**src/rtl/snake_pkg.sv**
```systemverilog
// Direction encodings and steering rules shared by the direction controller
// and the snake movement logic.
package snake_pkg;

    typedef enum logic [1:0] {
        DIR_LEFT  = 2'b00,
        DIR_DOWN  = 2'b01,
        DIR_UP    = 2'b10,
        DIR_RIGHT = 2'b11
    } dir_e;

    localparam int unsigned NUM_BTNS  = 4;
    localparam dir_e        DIR_RESET = DIR_RIGHT;

    typedef struct packed {
        logic valid;
        dir_e dir;
    } dir_req_t;

    // Opposite directions are bitwise inverses of each other.
    function automatic dir_e reverse_of(input dir_e d);
        return dir_e'(~d);
    endfunction

    function automatic logic is_reversal(input dir_e cur, input dir_e req);
        return req == reverse_of(cur);
    endfunction

    // Button index equals its direction code; the lowest set bit wins.
    function automatic dir_req_t pick_press(input logic [NUM_BTNS-1:0] press);
        dir_req_t r;
        r = '0;
        for (int i = NUM_BTNS - 1; i >= 0; i--) begin
            if (press[i]) begin
                r.valid = 1'b1;
                r.dir   = dir_e'(2'(i));
            end
        end
        return r;
    endfunction

endpackage

```
**src/rtl/snake_dir_ctrl_if.sv**
```systemverilog
// Button / step-tick inputs and committed-direction outputs of the snake
// direction controller.
interface snake_dir_ctrl_if;
    logic [3:0] btn;
    logic       move_tick;
    logic [1:0] dir;
    logic       dir_chg;
    logic       pend_valid;
    logic [3:0] btn_db;

    modport master (
        output btn, move_tick,
        input  dir, dir_chg, pend_valid, btn_db
    );

    modport slave (
        input  btn, move_tick,
        output dir, dir_chg, pend_valid, btn_db
    );
endinterface

```
**src/rtl/btn_debounce.sv**
```systemverilog
// One button bit: 2-flop synchronizer followed by a level debouncer that
// accepts a new level only after DB_CYCLES consecutive differing cycles.
module btn_debounce #(
    parameter int unsigned DB_CYCLES = 250000
) (
    input  logic clk,
    input  logic clear_n,
    input  logic btn_raw,
    output logic btn_db
);

    localparam int unsigned     CNT_W    = (DB_CYCLES > 1) ? $clog2(DB_CYCLES) : 1;
    localparam logic [CNT_W-1:0] CNT_LAST = CNT_W'(DB_CYCLES - 1);

    logic [1:0]       sync_q, sync_d;
    logic [CNT_W-1:0] cnt_q, cnt_d;
    logic             db_q, db_d;

    // NOTE: every variable gets a default at the top of always_comb so no
    // path leaves it unassigned, which would otherwise infer a latch.
    always_comb begin
        sync_d = {sync_q[0], btn_raw};
        cnt_d  = '0;
        db_d   = db_q;
        // Counter only advances while the synced level disagrees; any agreeing
        // cycle falls through to the zero default and restarts the count.
        if (sync_q[1] != db_q) begin
            if (cnt_q == CNT_LAST) begin
                db_d = sync_q[1];
            end else begin
                cnt_d = cnt_q + CNT_W'(1);
            end
        end
    end

    // NOTE: state updates use non-blocking assignments so every flop samples
    // the pre-edge values, independent of statement order.
    always_ff @(posedge clk or negedge clear_n) begin
        if (!clear_n) begin
            sync_q <= '0;
            cnt_q  <= '0;
            db_q   <= 1'b0;
        end else begin
            sync_q <= sync_d;
            cnt_q  <= cnt_d;
            db_q   <= db_d;
        end
    end

    assign btn_db = db_q;

endmodule

```
**src/rtl/snake_dir_ctrl.sv**
```systemverilog
// Snake steering: debounced direction buttons become a single pending request
// that is committed to the registered direction on each move_tick.
module snake_dir_ctrl
    import snake_pkg::*;
#(
    parameter int unsigned DB_CYCLES = 250000
) (
    input logic             clk,
    input logic             clear_n,
    snake_dir_ctrl_if.slave bus
);

    logic [NUM_BTNS-1:0] btn_db;
    logic [NUM_BTNS-1:0] btn_db_prev_q, btn_db_prev_d;
    logic [NUM_BTNS-1:0] press;
    dir_req_t            req;
    logic                accept;

    dir_e dir_q, dir_d;
    dir_e pend_dir_q, pend_dir_d;
    logic pend_valid_q, pend_valid_d;
    logic dir_chg_q, dir_chg_d;

    for (genvar g = 0; g < NUM_BTNS; g++) begin : g_btn
        btn_debounce #(
            .DB_CYCLES(DB_CYCLES)
        ) u_debounce (
            .clk    (clk),
            .clear_n(clear_n),
            .btn_raw(bus.btn[g]),
            .btn_db (btn_db[g])
        );
    end

    assign press  = btn_db & ~btn_db_prev_q;
    assign req    = pick_press(press);
    // Reversal is judged against the committed direction, never the pending one.
    assign accept = req.valid && !is_reversal(dir_q, req.dir);

    always_comb begin
        btn_db_prev_d = btn_db;
        dir_d         = dir_q;
        pend_dir_d    = pend_dir_q;
        pend_valid_d  = pend_valid_q;
        if (bus.move_tick) begin
            if (accept) begin
                dir_d = req.dir;
            end else if (pend_valid_q) begin
                dir_d = pend_dir_q;
            end
            pend_valid_d = 1'b0;
        end else if (accept) begin
            pend_dir_d   = req.dir;
            pend_valid_d = 1'b1;
        end
        dir_chg_d = (dir_d != dir_q);
    end

    always_ff @(posedge clk or negedge clear_n) begin
        if (!clear_n) begin
            btn_db_prev_q <= '0;
            dir_q         <= DIR_RESET;
            pend_dir_q    <= DIR_RESET;
            pend_valid_q  <= 1'b0;
            dir_chg_q     <= 1'b0;
        end else begin
            btn_db_prev_q <= btn_db_prev_d;
            dir_q         <= dir_d;
            pend_dir_q    <= pend_dir_d;
            pend_valid_q  <= pend_valid_d;
            dir_chg_q     <= dir_chg_d;
        end
    end

    assign bus.dir        = dir_q;
    assign bus.dir_chg    = dir_chg_q;
    assign bus.pend_valid = pend_valid_q;
    assign bus.btn_db     = btn_db;

endmodule
```
**src/flat_wrapper.sv**
```systemverilog
// flat-port wrapper written by rule: the top's interface ports become plain ports
module snake_dir_ctrl_flat import snake_pkg::*;
#(
    parameter int unsigned DB_CYCLES = 250000
)
  (clk, clear_n, bus_btn, bus_move_tick, bus_dir, bus_dir_chg, bus_pend_valid, bus_btn_db);
  snake_dir_ctrl_if bus_i ();
  input logic clk;
  input logic clear_n;
  input wire logic [$bits(bus_i.btn)-1:0] bus_btn;
  input wire logic [$bits(bus_i.move_tick)-1:0] bus_move_tick;
  output wire logic [$bits(bus_i.dir)-1:0] bus_dir;
  output wire logic [$bits(bus_i.dir_chg)-1:0] bus_dir_chg;
  output wire logic [$bits(bus_i.pend_valid)-1:0] bus_pend_valid;
  output wire logic [$bits(bus_i.btn_db)-1:0] bus_btn_db;
  assign bus_i.btn = bus_btn;
  assign bus_i.move_tick = bus_move_tick;
  assign bus_dir = bus_i.dir;
  assign bus_dir_chg = bus_i.dir_chg;
  assign bus_pend_valid = bus_i.pend_valid;
  assign bus_btn_db = bus_i.btn_db;
  snake_dir_ctrl #(.DB_CYCLES(DB_CYCLES)) u_core (.clk(clk), .clear_n(clear_n), .bus(bus_i));
endmodule
```
**config.mk**
```make
export PLATFORM = sky130hd
export DESIGN_NAME = snake_dir_ctrl_flat
export DESIGN_NICKNAME = d
export VERILOG_FILES = /design/src/rtl/snake_pkg.sv /design/src/rtl/snake_dir_ctrl_if.sv /design/src/rtl/btn_debounce.sv /design/src/rtl/snake_dir_ctrl.sv /design/src/flat_wrapper.sv
export SDC_FILE = /design/constraint.sdc
export NUM_CORES = 1
export LEC_CHECK = 0
export ABC_AREA = 1
export CAP_MARGIN = 20
export CELL_PAD_IN_SITES_DETAIL_PLACEMENT = 0
export CELL_PAD_IN_SITES_GLOBAL_PLACEMENT = 1
export CORE_MARGIN = 1
export CORE_UTILIZATION = 44
export CTS_BUF_LIST = sky130_fd_sc_hd__clkbuf_2 sky130_fd_sc_hd__clkbuf_4 sky130_fd_sc_hd__clkbuf_8
export DETAILED_ROUTE_END_ITERATION = 16
export PLACE_DENSITY = 0.74
export REMOVE_ABC_BUFFERS = 1
export SYNTH_ARGS = -nofsm -noshare
export SYNTH_HDL_FRONTEND = slang
export SYNTH_SLANG_ARGS = --single-unit
```
**constraint.sdc**
```tcl
create_clock -name clk -period 1.48 [get_ports clk]
set_input_delay 0.444 -clock clk [delete_from_list [all_inputs] [get_ports clk]]
set_output_delay 0.444 -clock clk [all_outputs]
set_load 0.02 [all_outputs]
```
==> flow_summary_export.csv, run 1 <==
group,metric,value,unit
run_status,outcome,"complete, but fails checks",
run_status,failed_checks,"negative setup slack",
synthesis,post_synth_fa_ha_maj_area_fraction,1.09,%
synthesis,synth.yosys.seq_area_share,51.3,%
sta,max_slew_margin,69.8,%
critical_path,timing.critical_path.slowest_stage_cell,"sky130_fd_sc_hd__dfrtp_1",
global_route,grt_pass1_vias,3939,
global_route,grt_first_pass_wirelength,17900,um
place,place_area,5680,um^2
place,place_congestion,0.814,
route,via_count,4017,
final_layout,drive_above_1_share,48.9,%
final_layout,num_antenna_cells,0,
floorplan,floorplan.initialDensity,46.2,%
global_route,grt_max_degree,40,
route,vias_per_cell,4.82,
synthesis,synth.top_cells.by_area,"sky130_fd_sc_hd__dfrtp_1 (49%), sky130_fd_sc_hd__nor2_1 (6.0%), sky130_fd_sc_hd__nand2_1 (5.6%)",
synthesis,synth-warning-count,0,
sta,maxClockFrequency,0.592,GHz
floorplan,die-width,104,um
cts,clk_root_buffer_cell,"sky130_fd_sc_hd__clkbuf_8",
synthesis,synthesis.area,4600,um^2
synthesis,postSynthCellCount,512,
synthesis,post_synth_and_or_nand_nor_area_fraction,28.3,%
final_layout,post-route-util,71.0,%
synthesis,largest_family_of_logic_cells_by_synthesized_area,"simple AND/OR/NAND/NOR gates",
cts,worstSkewPairLatency,0.38,ns
final_layout,stdcell_area,7060,um^2
final_layout,nets_final,707,
critical_path,startpoint_type,"register",
sta,layout_worst_path_cycle_share,114,%
pwr,pwr_density_cell,679,nW/um^2
place,port_buffers,14,
synthesis,yosys.area.top_type_share,49.0,%
route,remaining_drc_errors,0,
synthesis,synth.distinct_cells,34,
route,routed_wirelength,11100,um
sta,fin_worst_hold_slack,0.355,ns
synthesis,synth_area_in_compound_gates,5.39,%
cts,clockBufferDepth,2,
final_layout,area_growth_syn_to_layout,53.6,%
synthesis,synth.most_common_cell,"sky130_fd_sc_hd__dfrtp_1",
floorplan,floorplan.core_area,9950,um^2
sta,grt_setup_unrepaired,"yes",
critical_path,critPathBufInv,1,
sta,post_route_clock_skew,0.0132,ns
floorplan,die-area,10900,um^2
sta,final.min_clock_period,1.69,ns
sta,timing_worst_slew_pin_value,0.451,ns
synthesis,ys_ff_latch,94,
route,drtIter0Drc,100,
sta,report.final.setup_viol,51,
synthesis,dominantRegCellSynth,"sky130_fd_sc_hd__dfrtp_1",
synthesis,synth_area_leader_cell,"sky130_fd_sc_hd__dfrtp_1",
critical_path,cpLargestDelayFamily,"simple AND/OR/NAND/NOR gates",
route,dr.pass1.iters,4,
critical_path,cp_data_required_time,1.75,ns
global_route,initial_antenna_violation_count,0,
critical_path,largest_driver_fanout_on_the_critical_path,4,
sta,post-route-worst-setup-slack,-0.209,ns
sta,hold_vio_cnt_final,0,
pwr,ir_drop,0.000411,V
floorplan,fp.dieH,104,um
global_route,grt-ovfl-total,0,
sta,fin_tns_setup,-6.28,ns
floorplan,core.rowCount,36,
synthesis,synth_enable_flop_cells,0,
synthesis,synth.mux.area_fraction,0.980,%
cts,cts_tree,"yes",
route,drt.antenna.violating_nets,0,
critical_path,timing_worst_setup_path_type,"register to register",
min_path,worst_hold_path_type,"register to register",
global_route,groute.usage.overall,20.6,%
pwr,power.total,4790,uW
critical_path,timing.critical_path.to_type,"register",
place,detailed_place_hpwl,6810,um
synthesis,postSynthAreaPerCell,8.98,um^2
pwr,p_leak,0.00329,uW
critical_path,crit_arrival,1.96,ns
sta,final_max_slew_viol_count,0,
flow_run,max_cap_violations,0,
cts,total_clock_buffers_created_by_cts,9,
critical_path,slowest_delay,0.43,ns
floorplan,io_pins,15,
cts,clock_sink_count,94,
cts,cts_max_level,3,
synthesis,synth_common_cells,"sky130_fd_sc_hd__dfrtp_1 (90), sky130_fd_sc_hd__nor2_1 (74), sky130_fd_sc_hd__nand2_1 (69)",
synthesis,ys_async_sr_fraction,100,%
critical_path,crit_path_cell_trace,"ha_4 -> nand3_4 -> nor3_4 -> nand3_2 -> nor2_4 -> nand3_4 -> nor2_4 -> nand3_1 -> nand3_2 -> inv_1",
synthesis,synth_xor_xnor_area_share,6.29,%
cts,clkTransAtPathRegs,0.09,ns
route,avgRoutedWirePerCell,13.3,um
==> placed cells by master (no fill, tap or decap), types with 3 or more instances in the layout <==
cell type / count
sky130_fd_sc_hd__dfstp_2: 4
sky130_fd_sc_hd__o21ai_2: 12
sky130_fd_sc_hd__clkdlybuf4s50_1: 5
sky130_fd_sc_hd__nand3_2: 10
sky130_fd_sc_hd__clkbuf_8: 10
sky130_fd_sc_hd__nand2_4: 5
sky130_fd_sc_hd__nand2_2: 12
sky130_fd_sc_hd__nor2_2: 10
sky130_fd_sc_hd__nand4_1: 19
sky130_fd_sc_hd__clkinv_2: 3
sky130_fd_sc_hd__nor3_1: 8
sky130_fd_sc_hd__buf_2: 3
sky130_fd_sc_hd__o21ai_1: 8
sky130_fd_sc_hd__a21oi_2: 13
sky130_fd_sc_hd__nor2_4: 19
sky130_fd_sc_hd__nand3_1: 10
sky130_fd_sc_hd__inv_1: 59
sky130_fd_sc_hd__xor2_1: 22
sky130_fd_sc_hd__buf_4: 136
sky130_fd_sc_hd__ha_4: 4
sky130_fd_sc_hd__xnor2_1: 8
sky130_fd_sc_hd__nand2_1: 54
sky130_fd_sc_hd__nor3_2: 8
sky130_fd_sc_hd__inv_2: 11
sky130_fd_sc_hd__dfrtp_1: 88
sky130_fd_sc_hd__buf_6: 31
sky130_fd_sc_hd__nand3_4: 14
sky130_fd_sc_hd__nor3_4: 11
sky130_fd_sc_hd__a21oi_1: 9
sky130_fd_sc_hd__nor2_1: 60
sky130_fd_sc_hd__mux2_4: 3
==> worst paths after layout <==
| kind | start | to | slack (ns) | cells past startpoint |
|---|---|---|---|---|
| max in group asynchronous | clear_n | u_core.bus.dir[1]$_DFF_PN1_ | 0.48 | 3 |
| hold reg to reg | u_core.g_btn[2].u_debounce.sync_q[0]$_DFF_PN0_ | u_core.g_btn[2].u_debounce.sync_q[1]$_DFF_PN0_ | 0.36 | 0 |
| min in group asynchronous | clear_n | u_core.g_btn[2].u_debounce.cnt_q[12]$_DFF_PN0_ | 0.47 | 2 |
| setup / recovery | u_core.g_btn[3].u_debounce.cnt_q[0]$_DFF_PN0_ | u_core.g_btn[3].u_debounce.cnt_q[16]$_DFF_PN0_ | -0.21 | 10 |
| setup reg to reg | u_core.g_btn[3].u_debounce.cnt_q[0]$_DFF_PN0_ | u_core.g_btn[3].u_debounce.cnt_q[16]$_DFF_PN0_ | -0.21 | 10 |
| hold / removal | u_core.g_btn[2].u_debounce.sync_q[0]$_DFF_PN0_ | u_core.g_btn[2].u_debounce.sync_q[1]$_DFF_PN0_ | 0.36 | 0 |
==> kinds of logic (layout without fill, tap and decap cells) <==
family	Yosys count	in the layout
compound gates	48	48
xor+xnor	33	33
fa+ha+maj	4	4
buf+inv	78	266
flops	94	94
mux	4	4
simple gates	251	251
==> cell type report <==
| class | instances | area [um^2] |
|---|---|---|
| clock inverter | 5 | 35.0 |
| sequential | 94 | 2360 |
| multi-input combinational | 340 | 2600 |
| fill | 727 | 2890 |
| clock buffer | 10 | 138 |
| inverter | 72 | 274 |
| tap | 133 | 166 |
| timing repair buffer | 179 | 1490 |
==> flip-flops by register name (all words and copies together) (netlist names) <==
signal                          flops
u_core.btn_db_prev_q                4
u_core.bus.dir                      2
u_core.bus.dir_chg                  1
u_core.bus.pend_valid               1
u_core.g_btn.u_debounce.btn_db      4
u_core.g_btn.u_debounce.cnt_q      72
u_core.g_btn.u_debounce.sync_q      8
u_core.pend_dir_q                   2
==> where the power goes <==
part	leakage [uW]	total (uW)	internal [uW]	switching, uW
registers	0.00127	2680	2630	50.0
logic	0.00193	516	251	265
clock network	0.0000885	1600	651	946
==> metal layers <==
metal | wire, um | vias up | track usage (%)
met2 | 5780 | 47 | 33.8
li1 | - | 2015 | -
met3 | 257 | 11 | 3.57
met1 | 4930 | 1944 | 27.4
met5 | 0 | - | 0
met4 | 129 | 0 | 7.45
==> per-stage QoR <==
| step | setup WS (ns) | cells |
|---|---|---|
| final | -0.209 | 833 |
| after global routing | -0.354 | 833 |
| after CTS | -0.189 | 812 |
| after detailed placement | -0.214 | 758 |
| after global placement | -0.193 | 758 |
| after floorplan | -0.0996 | 506 |
==> what timing repair did <==
item	CTS	global route
pin swaps	22	44
endpoints found under the hold margin	10	0
hold buffers	1	0
resized for setup	134	103
setup endpoints to repair	69	75
buffers inserted	38	27
(Power assumes the default switching activity.)
==> inputs of run 2 (changes only) <==
CORE_MARGIN = 2   (was 1)
CTS_CLUSTER_SIZE = 12   (was unset)
==> run 2 against run 1 <==
Clock skew down 0.0020 ns. Clock power up 18%. Cell area down 1.3%. Worst setup slack worse by 0.049 ns. Cell count down 1.4%. The run still ends with negative setup slack left. Highest routed layer unchanged. Critical path depth unchanged. First-iteration DRC count up 36%. Total power up 5.7%. Via count down 1.4%.
==> flow_summary_export.csv, run 2 (synthesis gave the netlist of run 1 again) <==
group,metric,value,unit
run_status,outcome,"complete, but fails checks",
run_status,failed_checks,"negative setup slack",
sta,post_route_clock_skew,0.0112,ns
sta,grt_setup_unrepaired,"yes",
route,vias_per_cell,4.82,
critical_path,timing.critical_path.to_type,"register",
sta,report.final.setup_viol,56,
final_layout,nets_final,691,
sta,max_slew_margin,70.9,%
route,drt.antenna.violating_nets,0,
critical_path,worst_r2r_endpoint,"u_core.g_btn[1].u_debounce.cnt_q[17]$_DFF_PN0_",
route,drtIter0Drc,136,
floorplan,core.rowCount,37,
route,remaining_drc_errors,0,
critical_path,timing_worst_setup_path_type,"register to register",
critical_path,timing.critical_path.slowest_stage_cell,"sky130_fd_sc_hd__dfrtp_1",
cts,cts_tree,"yes",
cts,clk_root_buffer_cell,"sky130_fd_sc_hd__clkbuf_8",
global_route,grt_first_pass_wirelength,17800,um
pwr,p_int,3850,uW
critical_path,crit_arrival,2.01,ns
cts,clock_sink_count,94,
place,place_worst_setup_slack,-0.219,ns
final_layout,area_growth_syn_to_layout,51.7,%
cts,clockBufferDepth,2,
pwr,clockPowerShare,37.3,%
place,placed_cells_incl_taps,757,
floorplan,io_pins,15,
place,port_buffers,14,
cts,total_clock_buffers_created_by_cts,9,
pwr,ir_drop,0.000662,V
route,avgRoutedWirePerCell,13.3,um
sta,final.min_clock_period,1.74,ns
final_layout,drive_above_1_share,48.5,%
floorplan,floorplan.initialDensity,44.9,%
final_layout,layout_commonest_cell,"sky130_fd_sc_hd__buf_4",
pwr,power_frac_seq,52.9,%
final_layout,registers.top_by_ff_count,"u_core.g_btn.u_debounce.cnt_q",
global_route,initial_antenna_violation_count,0,
cts,cts_max_level,3,
cts,clkTransAtPathRegs,0.09,ns
critical_path,last_element_of_the_critical_path,"u_core.g_btn[1].u_debounce.cnt_q[17]$_DFF_PN0_",
min_path,hold_path.startpoint,"u_core.g_btn[0].u_debounce.sync_q[0]$_DFF_PN0_",
global_route,grt_max_degree,32,
floorplan,die-width,106,um
global_route,grt-ovfl-total,0,
flow_run,max_cap_violations,0,
global_route,grt_pass1_vias,4040,
final_layout,largest_register_ffs,72,
floorplan,fp.dieH,106,um
route,via_count,3959,
sta,fin_worst_hold_slack,0.362,ns
pwr,p_sw_share,23.9,%
critical_path,cpLargestDelayFamily,"simple AND/OR/NAND/NOR gates",
route,dr.pass1.iters,4,
critical_path,timing.rr.start,"u_core.g_btn[1].u_debounce.cnt_q[1]$_DFF_PN0_",
pwr,p_leak,0.00315,uW
sta,hold_vio_cnt_final,0,
pwr,pwr_density_cell,726,nW/um^2
sta,final_max_slew_viol_count,0,
route,routed_wirelength,10900,um
critical_path,largest_driver_fanout_on_the_critical_path,4,
critical_path,crit_path_cell_trace,"buf_6 -> nand3_4 -> nor3_4 -> inv_2 -> nor3_4 -> nand3_4 -> nor2_4 -> nand3_2 -> nand2_1 -> nor2_1",
pwr,power_frac_comb,9.8,%
floorplan,die-area,11300,um^2
final_layout,finish.cell_count_without_fillers,821,
sta,post-route-worst-setup-slack,-0.259,ns
critical_path,reg2regPathDepth,10,
critical_path,r2r_setup_slack,-0.26,ns
floorplan,floorplan.core_area,10200,um^2
sta,timing_worst_slew_pin_value,0.435,ns
critical_path,cp_data_required_time,1.75,ns
critical_path,startpoint_type,"register",
place,detailed_place_hpwl,6700,um
critical_path,slowest_delay,0.42,ns
cts,worstSkewPairLatency,0.38,ns
sta,layout_worst_path_cycle_share,117,%
pwr,power.net_switching,1210,uW
critical_path,critPathBufInv,2,
final_layout,num_antenna_cells,0,
place,place_congestion,0.818,
pwr,power.total,5070,uW
final_layout,mostFrequentLayoutCells,"sky130_fd_sc_hd__buf_4 (125), sky130_fd_sc_hd__dfrtp_1 (86), sky130_fd_sc_hd__inv_1 (58)",
critical_path,timing.critical_path.depth,10,
critical_path,critical_path.startpoint,"u_core.g_btn[1].u_debounce.cnt_q[1]$_DFF_PN0_",
sta,maxClockFrequency,0.575,GHz
final_layout,biggestRegsByFlops,"u_core.g_btn.u_debounce.cnt_q (72), u_core.g_btn.u_debounce.sync_q (8)",
global_route,groute.usage.overall,19.8,%
min_path,worst_hold_path_type,"register to register",
==> run 2: cell count changes in the layout (fill, tap and decap cells not counted), moves of 3 or more <==
cell | before | now
sky130_fd_sc_hd__nor2_4 | 19 | 22
sky130_fd_sc_hd__nand2_2 | 12 | 17
sky130_fd_sc_hd__nor2_1 | 60 | 57
sky130_fd_sc_hd__buf_4 | 136 | 125
sky130_fd_sc_hd__buf_6 | 31 | 26
sky130_fd_sc_hd__nand2_4 | 5 | 2
sky130_fd_sc_hd__clkbuf_8 | 10 | 13
sky130_fd_sc_hd__clkinv_2 | 3 | 0
==> run 2: power by group through the flow <==
stage               clock network (uW)  registers (uW)  logic, uW
finish                            1890            2680        499
detailed placement                   0            2710        385
global placement                     0            2710        381
global route                      2050            2690        553
floorplan                            0            2740        134
CTS                               1950            2680        456
==> run 2: stage by stage <==
step / instance area (um^2) / TNS (ns) / util [%]
finish: 6970 / -5.33 / 68.2
global route: 6970 / -12.06 / 68.2
CTS: 6520 / -3.77 / 63.8
detailed placement: 5650 / -7.56 / 55.2
global placement: 5650 / -5.42 / 55.2
floorplan: 4560 / -0.773 / -
==> run 2: how the worst min path moves through the flow <==
stage,cells after the start,end
2_1_floorplan,0,u_core.btn_db_prev_q[0]$_DFF_PN0_
3_3_place_gp,0,u_core.g_btn[0].u_debounce.sync_q[1]$_DFF_PN0_
3_5_place_dp,0,u_core.g_btn[1].u_debounce.sync_q[1]$_DFF_PN0_
4_1_cts,0,u_core.g_btn[0].u_debounce.sync_q[1]$_DFF_PN0_
5_1_grt,0,u_core.g_btn[1].u_debounce.sync_q[1]$_DFF_PN0_
6_report,0,u_core.g_btn[0].u_debounce.sync_q[1]$_DFF_PN0_
==> run 2: final cells by class <==
type                       instances  area (um^2)
fill                             795         3260
multi-input combinational        340         2580
sequential                        94         2360
timing repair buffer             163         1360
inverter                          72          275
clock buffer                      14          186
tap                              136          170
clock inverter                     2         37.5
==> run 2: timing repair <==
action                     CTS  global route
setup buffers               45            17
pin swaps                   31            42
resized for setup          130           106
hold buffers                 1             0
hold endpoints to repair    19             0
setup endpoints to repair   70            69
==> run 2: routing by layer <==
metal | wire [um] | up-vias | share of wire, % | global-route usage [%]
met1 | 4800 | 1906 | 44 | 24.2
met2 | 5630 | 47 | 52 | 34.2
li1 | - | 1986 | - | -
met4 | 214 | 0 | 2.0 | 6.48
met3 | 287 | 20 | 2.6 | 5.27
met5 | 0 | - | 0 | 0
